**src/rtl/debounce_pkg.sv**
```systemverilog
// Shared definitions for the debounce bank: width helper, hold-FSM encodings and default timing.
package debounce_pkg;

   localparam int DEFAULT_SETTLE_10MS = 1_000_000;

   typedef enum logic [1:0] {
      STATE_IDLE      = 2'd0,
      STATE_WAIT_HOLD = 2'd1,
      STATE_REPEAT    = 2'd2
   } hold_state_t;

   // Bits needed to hold values 0 .. value-1.
   function automatic int clog2(input longint value);
      int result;
      result = 0;
      while ((longint'(1) << result) < value) result++;
      return result;
   endfunction

endpackage

```
**src/rtl/debounce_chan.sv**
```systemverilog
// One conditioned input: 2-FF synchroniser, settle filter, press/release strobes, hold/repeat FSM.
module debounce_chan
   import debounce_pkg::*;
#(
   parameter int SETTLE_CYCLES = DEFAULT_SETTLE_10MS,
   parameter int ACTIVE_LOW    = 1,
   parameter int HOLD_CYCLES   = 100_000_000,
   parameter int REPEAT_CYCLES = 25_000_000
) (
   input  logic clk_100_MHz,
   input  logic rst,
   input  logic btn_in,
   output logic level,
   output logic press,
   output logic released,
   output logic hold
);

   localparam logic IDLE_PIN = (ACTIVE_LOW != 0);
   localparam int   SCNT_W   = clog2(longint'(SETTLE_CYCLES) + 1);
   localparam int   HMAX_RAW = (HOLD_CYCLES > REPEAT_CYCLES) ? HOLD_CYCLES : REPEAT_CYCLES;
   localparam int   HMAX     = (HMAX_RAW < 1) ? 1 : HMAX_RAW;
   localparam int   HCNT_W   = clog2(longint'(HMAX) + 1);

   logic              s1;
   logic              s2;
   logic              sample;
   logic [SCNT_W-1:0] scnt;
   logic              accept;

   hold_state_t       state;
   hold_state_t       state_nx;
   logic [HCNT_W-1:0] hcnt;
   logic [HCNT_W-1:0] hcnt_nx;
   logic              hold_nx;

   assign sample = s2 ^ IDLE_PIN;
   // High on the edge where the sample has disagreed with level for SETTLE_CYCLES cycles.
   assign accept = (sample != level) && (scnt == SCNT_W'(SETTLE_CYCLES - 1));

   // NOTE: sync FFs reset to the inactive pin value so a released pin never looks like an edge.
   always_ff @(posedge clk_100_MHz or posedge rst) begin
      if (rst) begin
         s1       <= IDLE_PIN;
         s2       <= IDLE_PIN;
         scnt     <= '0;
         level    <= 1'b0;
         press    <= 1'b0;
         released <= 1'b0;
      end else begin
         s1       <= btn_in;
         s2       <= s1;
         press    <= accept &  sample;
         released <= accept & ~sample;
         if (sample == level) begin
            scnt <= '0;
         end else if (accept) begin
            level <= sample;
            scnt  <= '0;
         end else begin
            scnt <= scnt + 1'b1;
         end
      end
   end

   always_ff @(posedge clk_100_MHz or posedge rst) begin
      if (rst) begin
         state <= STATE_IDLE;
         hcnt  <= '0;
         hold  <= 1'b0;
      end else begin
         state <= state_nx;
         hcnt  <= hcnt_nx;
         hold  <= hold_nx;
      end
   end

   // NOTE: every output of this block is defaulted first so no path can infer a latch.
   always_comb begin
      state_nx = state;
      hcnt_nx  = hcnt;
      hold_nx  = 1'b0;
      if (accept && !sample) begin
         // A release in the same cycle as a hold threshold suppresses the strobe.
         state_nx = STATE_IDLE;
         hcnt_nx  = '0;
      end else begin
         case (state)
            STATE_IDLE: begin
               if (accept && sample && (HOLD_CYCLES > 0)) begin
                  state_nx = STATE_WAIT_HOLD;
                  hcnt_nx  = '0;
               end
            end
            STATE_WAIT_HOLD: begin
               if (hcnt == HCNT_W'(HOLD_CYCLES - 1)) begin
                  hold_nx  = 1'b1;
                  hcnt_nx  = '0;
                  state_nx = STATE_REPEAT;
               end else begin
                  hcnt_nx = hcnt + 1'b1;
               end
            end
            STATE_REPEAT: begin
               // With REPEAT_CYCLES == 0 the channel parks here silently until release.
               if (REPEAT_CYCLES > 0) begin
                  if (hcnt == HCNT_W'(REPEAT_CYCLES - 1)) begin
                     hold_nx = 1'b1;
                     hcnt_nx = '0;
                  end else begin
                     hcnt_nx = hcnt + 1'b1;
                  end
               end
            end
            default: begin
               state_nx = STATE_IDLE;
               hcnt_nx  = '0;
            end
         endcase
      end
   end

endmodule

```
**src/rtl/debounce_bank.sv**
```systemverilog
// N-channel switch conditioner; the release strobe port is named 'released' because 'release' is a reserved word.
module debounce_bank
   import debounce_pkg::*;
#(
   parameter int CHANNELS      = 4,
   parameter int SETTLE_CYCLES = DEFAULT_SETTLE_10MS,
   parameter int ACTIVE_LOW    = 1,
   parameter int HOLD_CYCLES   = 100_000_000,
   parameter int REPEAT_CYCLES = 25_000_000
) (
   input  logic                clk_100_MHz,
   input  logic                rst,
   input  logic [CHANNELS-1:0] btn_in,
   output logic [CHANNELS-1:0] level,
   output logic [CHANNELS-1:0] press,
   output logic [CHANNELS-1:0] released,
   output logic [CHANNELS-1:0] hold
);

   for (genvar ch = 0; ch < CHANNELS; ch++) begin : g_chan
      debounce_chan #(
         .SETTLE_CYCLES (SETTLE_CYCLES),
         .ACTIVE_LOW    (ACTIVE_LOW),
         .HOLD_CYCLES   (HOLD_CYCLES),
         .REPEAT_CYCLES (REPEAT_CYCLES)
      ) u_chan (
         .clk_100_MHz (clk_100_MHz),
         .rst         (rst),
         .btn_in      (btn_in[ch]),
         .level       (level[ch]),
         .press       (press[ch]),
         .released    (released[ch]),
         .hold        (hold[ch])
      );
   end

endmodule

```
**config.mk**
```make
export PLATFORM = sky130hd
export DESIGN_NAME = debounce_bank
export DESIGN_NICKNAME = d
export VERILOG_FILES = /design/src/rtl/debounce_pkg.sv /design/src/rtl/debounce_chan.sv /design/src/rtl/debounce_bank.sv
export SDC_FILE = /design/constraint.sdc
export NUM_CORES = 1
export LEC_CHECK = 0
export ABC_AREA = 1
export CELL_PAD_IN_SITES_DETAIL_PLACEMENT = 1
export CELL_PAD_IN_SITES_GLOBAL_PLACEMENT = 1
export CORE_MARGIN = 5
export CORE_UTILIZATION = 45
export DETAILED_ROUTE_END_ITERATION = 7
export PLACE_DENSITY = 0.89
export SETUP_SLACK_MARGIN = 0.2
export SLEW_MARGIN = 20
export SYNTH_ARGS = -nofsm -noshare
export SYNTH_HDL_FRONTEND = slang
export SYNTH_SLANG_ARGS = --single-unit
```
**constraint.sdc**
```tcl
create_clock -name clk_100_MHz -period 21.5 [get_ports clk_100_MHz]
set_input_delay 4.3 -clock clk_100_MHz [delete_from_list [all_inputs] [get_ports clk_100_MHz]]
set_output_delay 4.3 -clock clk_100_MHz [all_outputs]
set_load 0.01 [all_outputs]
```
==> impl_metrics.csv, run 1 <==
group,metric,value,unit
detailed_routing,top_layer_used,"met4",
global_route,grt_start_max_net_pins,138,
timing,timing.final.crit_share,27.0,%
clock_network,cts_tree,"done",
detailed_routing,drt-met1-wl,15500,um
layout,regArea,5520,um2
clock_network,cts_hold_buf,0,
yosys,ys_types,41,
setup_path,cp.arrival,1.51,ns
clock_network,cts.sinks,220,
timing,setup_viol,0,
placed_design,hpwl,25300,um
detailed_routing,vias_per_cell,5.24,
clock_network,cts.reportedPaths.clkPinSlew,0.05,ns
layout,drive_gt1_share,5.43,%
clock_network,numCtsBuffers,26,
clock_network,h-tree-depth,1,
yosys,async_reset_ff_share,100,%
detailed_routing,routed-via-count,12200,
timing,rsz0062_at_grt,"no",
placed_design,port_buffers,21,
yosys,synthesis.nets,1933,
layout,syn_to_final_growth,9.57,%
placed_design,dp.cells,2277,
yosys,synth_enable_flop_cells,0,
detailed_routing,drtAntennaViolNets,0,
flow_run,max_cap_viol_count,0,
placed_design,pre_cts_ws,14.72,ns
floorplanning,die_w,183,um
floorplanning,initial_core_util,45.4,%
detailed_routing,wl_per_cell,15.2,um
timing,fin_skew,0.00945,ns
layout,utilization,49.7,%
setup_path,worstSetupStartpointType,"flip-flop",
detailed_routing,dr_wl_met3,778,um
clock_network,postCtsSetupBuffers,0,
detailed_routing,wl_met2,18300,um
global_route,grt_usage,21.2,%
power_and_ir_drop,p_sw_share,21.5,%
floorplanning,die_h,183,um
global_route,grt-ovfl-total,0,
timing,relSlewSlack,34.3,%
setup_path,crit_slowest_cell,"clkdlybuf4s50_1",
hold_path,min-delay-path-class,"flip-flop to flip-flop",
setup_path,path_class,"flip-flop to output pin",
global_route,first_global_vias,13100,
clock_network,clock-root-buffer,"clkbuf_16",
placed_design,place.gp.congestion,0.870,
setup_path,cp_max_fo,5,
clock_network,clk_latency,0.54,ns
power_and_ir_drop,p_leak,7.02,nW
detailed_routing,initialDrtViolationCount,652,
yosys,ys.flop_type,"dfrtp_1",
timing,slew_viol_final,0,
layout,fin_nets,1945,
power_and_ir_drop,p_comb_share,2.0,%
power_and_ir_drop,switchingPower,192,uW
setup_path,cpPeakStageDelay,0.57,ns
yosys,yosys_warnings,0,
global_route,grt_first_pass_wirelength,61100,um
yosys,syn_inst,1903,
setup_path,cp.buffers_inverters,1,
setup_path,crit_family,"buffers and inverters",
power_and_ir_drop,p_clk_share,51.1,%
layout,layout.cells.non_filler,2323,
detailed_routing,drt_wl_total,35300,um
timing,fin_ws,15.69,ns
layout,multi_input_area,6500,um2
detailed_routing,drc_errors,0,
detailed_routing,dr.pass1.iters,4,
clock_network,clockBufferDepth,3,
timing,holdWs,0.354,ns
timing,max_freq,172,MHz
floorplanning,dieArea,33400,um2
timing,period_needed,5.81,ns
timing,fin_setup_tns,0,ns
floorplanning,pin_count,22,
global_route,antenna_found_initial,0,
yosys,seq_area_frac_synth,41.1,%
setup_path,cp-end-kind,"output pin",
timing,tightestPinTransition,0.985,ns
clock_network,cts_resized,0,
power_and_ir_drop,power_density,60.9,nW/um2
setup_path,required,17.20,ns
power_and_ir_drop,ir_drop,0.0578,mV
yosys,synth.avg_cell_area,7.05,um2
layout,antenna_cells,0,
yosys,synth_seq_cells,220,
yosys,syn_area,13400,um2
floorplanning,core,29600,um2
floorplanning,rows,63,
timing,hold_viol_final,0,
layout,num-fill-cells,3865,
run_status,status,"completed",
power_and_ir_drop,seq_power_share,46.9,%
power_and_ir_drop,p_int,702,uW
setup_path,path_cells,"clkdlybuf4s50_1",
layout make-up:
class | instances | share of cell area (%)
multi-input cells | 1359 | 44.2
flip-flops and latches | 220 | 37.5
inverters | 286 | 7.42
well taps | 390 | 3.32
repair buffers | 22 | 1.51
clock buffers | 38 | 5.22
clock inverters | 8 | 0.800
logic make-up after synthesis:
kind of cell             after synthesis  synth area share (%)
AND/OR/NAND/NOR                     1186                  38.4
buffers and inverters                324                  10.4
flip-flops                           220                  41.1
AO/OA/AOI/OAI                         77                  3.13
XOR/XNOR                              72                  4.70
adder cells (fa/ha/maj)               24                  2.24
cell usage after synthesis, types with 10 or more instances:
cell type / n / area share (%)
o21ai_0: 28 / 1.0
inv_1: 278 / 7.8
nand4_1: 70 / 3.3
nor4_1: 11 / 0.51
nand2_1: 498 / 14
dfrtp_1: 212 / 40
nor3_1: 52 / 1.9
nand2_2: 13 / 0.61
nor2_1: 344 / 9.6
nand3_1: 150 / 5.6
buf_6: 10 / 0.84
buf_4: 22 / 1.2
a21oi_1: 34 / 1.3
nor2_2: 14 / 0.65
ha_1: 24 / 2.2
xor2_1: 65 / 4.2
cells in the final DEF (no fill, tap or decap), types with 6 or more instances in the layout:
cell | netlist | final
nand2_1 | 498 | 498
nor2_1 | 344 | 344
inv_1 | 278 | 277
dfrtp_1 | 212 | 212
nand3_1 | 150 | 150
nand4_1 | 70 | 70
xor2_1 | 65 | 65
nor3_1 | 52 | 52
a21oi_1 | 34 | 34
o21ai_0 | 28 | 28
clkbuf_16 | 0 | 27
ha_1 | 24 | 24
clkdlybuf4s50_1 | 0 | 21
nor2_2 | 14 | 14
nand2_2 | 13 | 13
nor4_1 | 11 | 11
dfstp_2 | 8 | 8
o21a_1 | 7 | 7
xnor2_1 | 7 | 7
inv_2 | 6 | 6
nand2_4 | 6 | 6
nand3b_1 | 6 | 6
clkbuf_1 | 0 | 6
per-stage QoR:
step           total power, mW  area [um2]
4_1_cts                  0.907       14700
2_1_floorplan            0.439       13400
5_1_grt                  0.927       14700
3_5_place_dp             0.446       13800
6_report                 0.895       14700
3_3_place_gp             0.445       13800
layer usage:
| metal | vias up | GRT usage (%) |
|---|---|---|
| met5 | - | 0 |
| met4 | 0 | 5.31 |
| met3 | 72 | 2.35 |
| met2 | 124 | 39.2 |
| met1 | 6010 | 26.4 |
| li1 | 5971 | - |
sequential cells by signal, indices dropped and copies added (netlist names):
signal	cells
g_chan.u_chan.press	4
g_chan.u_chan.state	8
g_chan.u_chan.scnt	80
g_chan.u_chan.s1	4
g_chan.u_chan.released	4
g_chan.u_chan.hold	4
g_chan.u_chan.level	4
g_chan.u_chan.hcnt	108
g_chan.u_chan.s2	4
power groups by stage:
stage	Clock, mW	Sequential (mW)	Combinational [mW]
2_1_floorplan	0	0.426	0.0125
3_3_place_gp	0	0.427	0.0181
3_5_place_dp	0	0.427	0.0190
4_1_cts	0.468	0.419	0.0192
5_1_grt	0.486	0.420	0.0215
6_report	0.457	0.419	0.0182
final timing paths:
check,from,endpoint,slack [ns],cells after the start
max in group asynchronous,rst,g_chan[3].u_chan.level,15.80,3
hold / removal,g_chan[2].u_chan.s1,g_chan[2].u_chan.s2,0.35,0
setup reg to reg,g_chan[1].u_chan.scnt[6],g_chan[1].u_chan.hcnt[1],19.26,11
min in group asynchronous,rst,g_chan[1].u_chan.scnt[19],4.42,2
setup / recovery,g_chan[2].u_chan.level,level[2],15.69,1
hold reg to reg,g_chan[2].u_chan.s1,g_chan[2].u_chan.s2,0.35,0
Power figures use the tool's default switching activity.
==> run 2: changes to the inputs <==
==> constraint.sdc (replaced) <==
create_clock -name clk_100_MHz -period 5.75 [get_ports clk_100_MHz]
set_input_delay 1.15 -clock clk_100_MHz [delete_from_list [all_inputs] [get_ports clk_100_MHz]]
set_output_delay 1.15 -clock clk_100_MHz [all_outputs]
set_load 0.01 [all_outputs]
==> impl_metrics.csv, run 2 (synthesized netlist as in run 1, its figures left out) <==
group,metric,value,unit
timing,fin_setup_tns,0,ns
timing,relSlewSlack,41.7,%
flow_run,max_cap_viol_count,0,
timing,timing.final.crit_share,46.5,%
layout,largest_register_ffs,108,
clock_network,numCtsBuffers,26,
setup_path,cp-end-kind,"output pin",
detailed_routing,drtAntennaViolNets,0,
setup_path,worstSetupStartpointType,"flip-flop",
run_status,status,"completed",
layout,drive_gt1_share,5.48,%
global_route,grt_first_pass_wirelength,61300,um
setup_path,reg2reg_from,"g_chan[1].u_chan.s2",
global_route,grt-ovfl-total,0,
placed_design,hpwl,25100,um
hold_path,hp-start,"g_chan[2].u_chan.s1",
floorplanning,die_w,183,um
floorplanning,initial_core_util,45.4,%
setup_path,path_class,"flip-flop to output pin",
detailed_routing,routed-via-count,12100,
setup_path,reg2reg_slack,3.48,ns
layout,num-fill-cells,3835,
layout,final_cell_mix,"498 x nand2_1, 344 x nor2_1, 277 x inv_1, 212 x dfrtp_1, 150 x nand3_1",
detailed_routing,drt_wl_total,34700,um
clock_network,cts_hold_buf,0,
clock_network,clockBufferDepth,3,
clock_network,cts_resized,0,
timing,setup_viol,0,
global_route,grt_start_max_net_pins,159,
global_route,grt_usage,21.2,%
floorplanning,rows,63,
timing,tightestPinTransition,0.875,ns
detailed_routing,vias_per_cell,5.21,
layout,fin_nets,1946,
setup_path,crit_family,"buffers and inverters",
timing,slew_viol_final,0,
detailed_routing,wl_per_cell,14.9,um
setup_path,required,4.60,ns
setup_path,cp-startpoint,"g_chan[0].u_chan.level",
layout,fin_area,14700,um2
setup_path,cp.arrival,1.52,ns
timing,rsz0062_at_grt,"no",
setup_path,cp.buffers_inverters,1,
placed_design,port_buffers,21,
setup_path,cp_max_fo,5,
detailed_routing,drc_errors,0,
clock_network,clk_latency,0.54,ns
layout,largest-register,"g_chan.u_chan.hcnt",
clock_network,h-tree-depth,1,
timing,hold_viol_final,0,
detailed_routing,initialDrtViolationCount,539,
global_route,antenna_found_initial,0,
setup_path,crit_slowest_cell,"clkdlybuf4s50_1",
global_route,first_global_vias,13200,
floorplanning,pin_count,22,
timing,period_needed,2.67,ns
power_and_ir_drop,power_density,229,nW/um2
floorplanning,dieArea,33400,um2
clock_network,cts_tree,"done",
floorplanning,die_h,183,um
power_and_ir_drop,p_leak,7.01,nW
detailed_routing,dr.pass1.iters,4,
placed_design,place.gp.congestion,0.868,
timing,fin_skew,0.0120,ns
clock_network,postCtsSetupBuffers,0,
clock_network,cts.reportedPaths.clkPinSlew,0.06,ns
layout,mostFrequentLayoutCell,"nand2_1",
layout,syn_to_final_growth,9.74,%
placed_design,dpl-instance-area,13800,um2
clock_network,cts.sinks,220,
layout,antenna_cells,0,
power_and_ir_drop,ir_drop,0.204,mV
clock_network,clock-root-buffer,"clkbuf_16",
layout,reg_top3,"g_chan.u_chan.hcnt (108), g_chan.u_chan.scnt (80), g_chan.u_chan.state (8)",
hold_path,min-delay-path-class,"flip-flop to flip-flop",
timing,max_freq,374,MHz
layout,utilization,49.8,%
setup_path,path_cells,"clkdlybuf4s50_1",
floorplanning,core,29600,um2
setup_path,cpPeakStageDelay,0.56,ns
run 2: changes by cell type in the layout (fill, tap and decap cells not counted), sizes merged:
cell	change
clkinvlp	+3
clkbuf	-2
buf	+1
bufinv	+1
inv	-1
run 2: cell type report:
type                    instances  area [um2]  area share, %
well taps                     390         488           3.31
repair buffers                 23         238           1.61
inverters                     286        1090           7.38
flip-flops and latches        220        5520           37.5
clock buffers                  36         729           4.95
clock inverters                11         166           1.13
multi-input cells            1359        6500           44.2
run 2: metrics by stage:
stage	worst slack, ns	hold WS [ns]	power (mW)	std cells
after CTS	3.04	0.354	3.42	2325
after detailed placement	3.28	0.347	1.67	2278
final	3.08	0.352	3.38	2325
after global routing	3.01	0.357	3.50	2325
after floorplan	1.74	0.345	1.64	1903
after global placement	3.29	0.346	1.66	2278
run 2: power breakdown:
| group | total [mW] | internal [mW] | leakage, nW | switching, mW |
|---|---|---|---|---|
| sequential | 1.57 | 1.56 | 3.04 | 0.00817 |
| combinational | 0.0684 | 0.0151 | 3.55 | 0.0533 |
| clock | 1.74 | 1.06 | 0.428 | 0.674 |
run 2: layer usage:
metal	wire length [um]	part of all wire, %	up-vias	track usage (%)
met3	717	2.1	57	2.53
met1	15100	43	5991	25.6
met5	0	0	-	0
met2	18200	52	98	40.1
met4	721	2.1	0	5.34
li1	-	-	5969	-
run 2: worst paths after layout:
path,end,cells past startpoint
max,level[0],1
min,g_chan[2].u_chan.s2,0
max reg2reg,g_chan[1].u_chan.hcnt[18],10
min reg2reg,g_chan[2].u_chan.s2,0
max in group asynchronous,g_chan[2].u_chan.scnt[0],3
min in group asynchronous,g_chan[0].u_chan.press,3
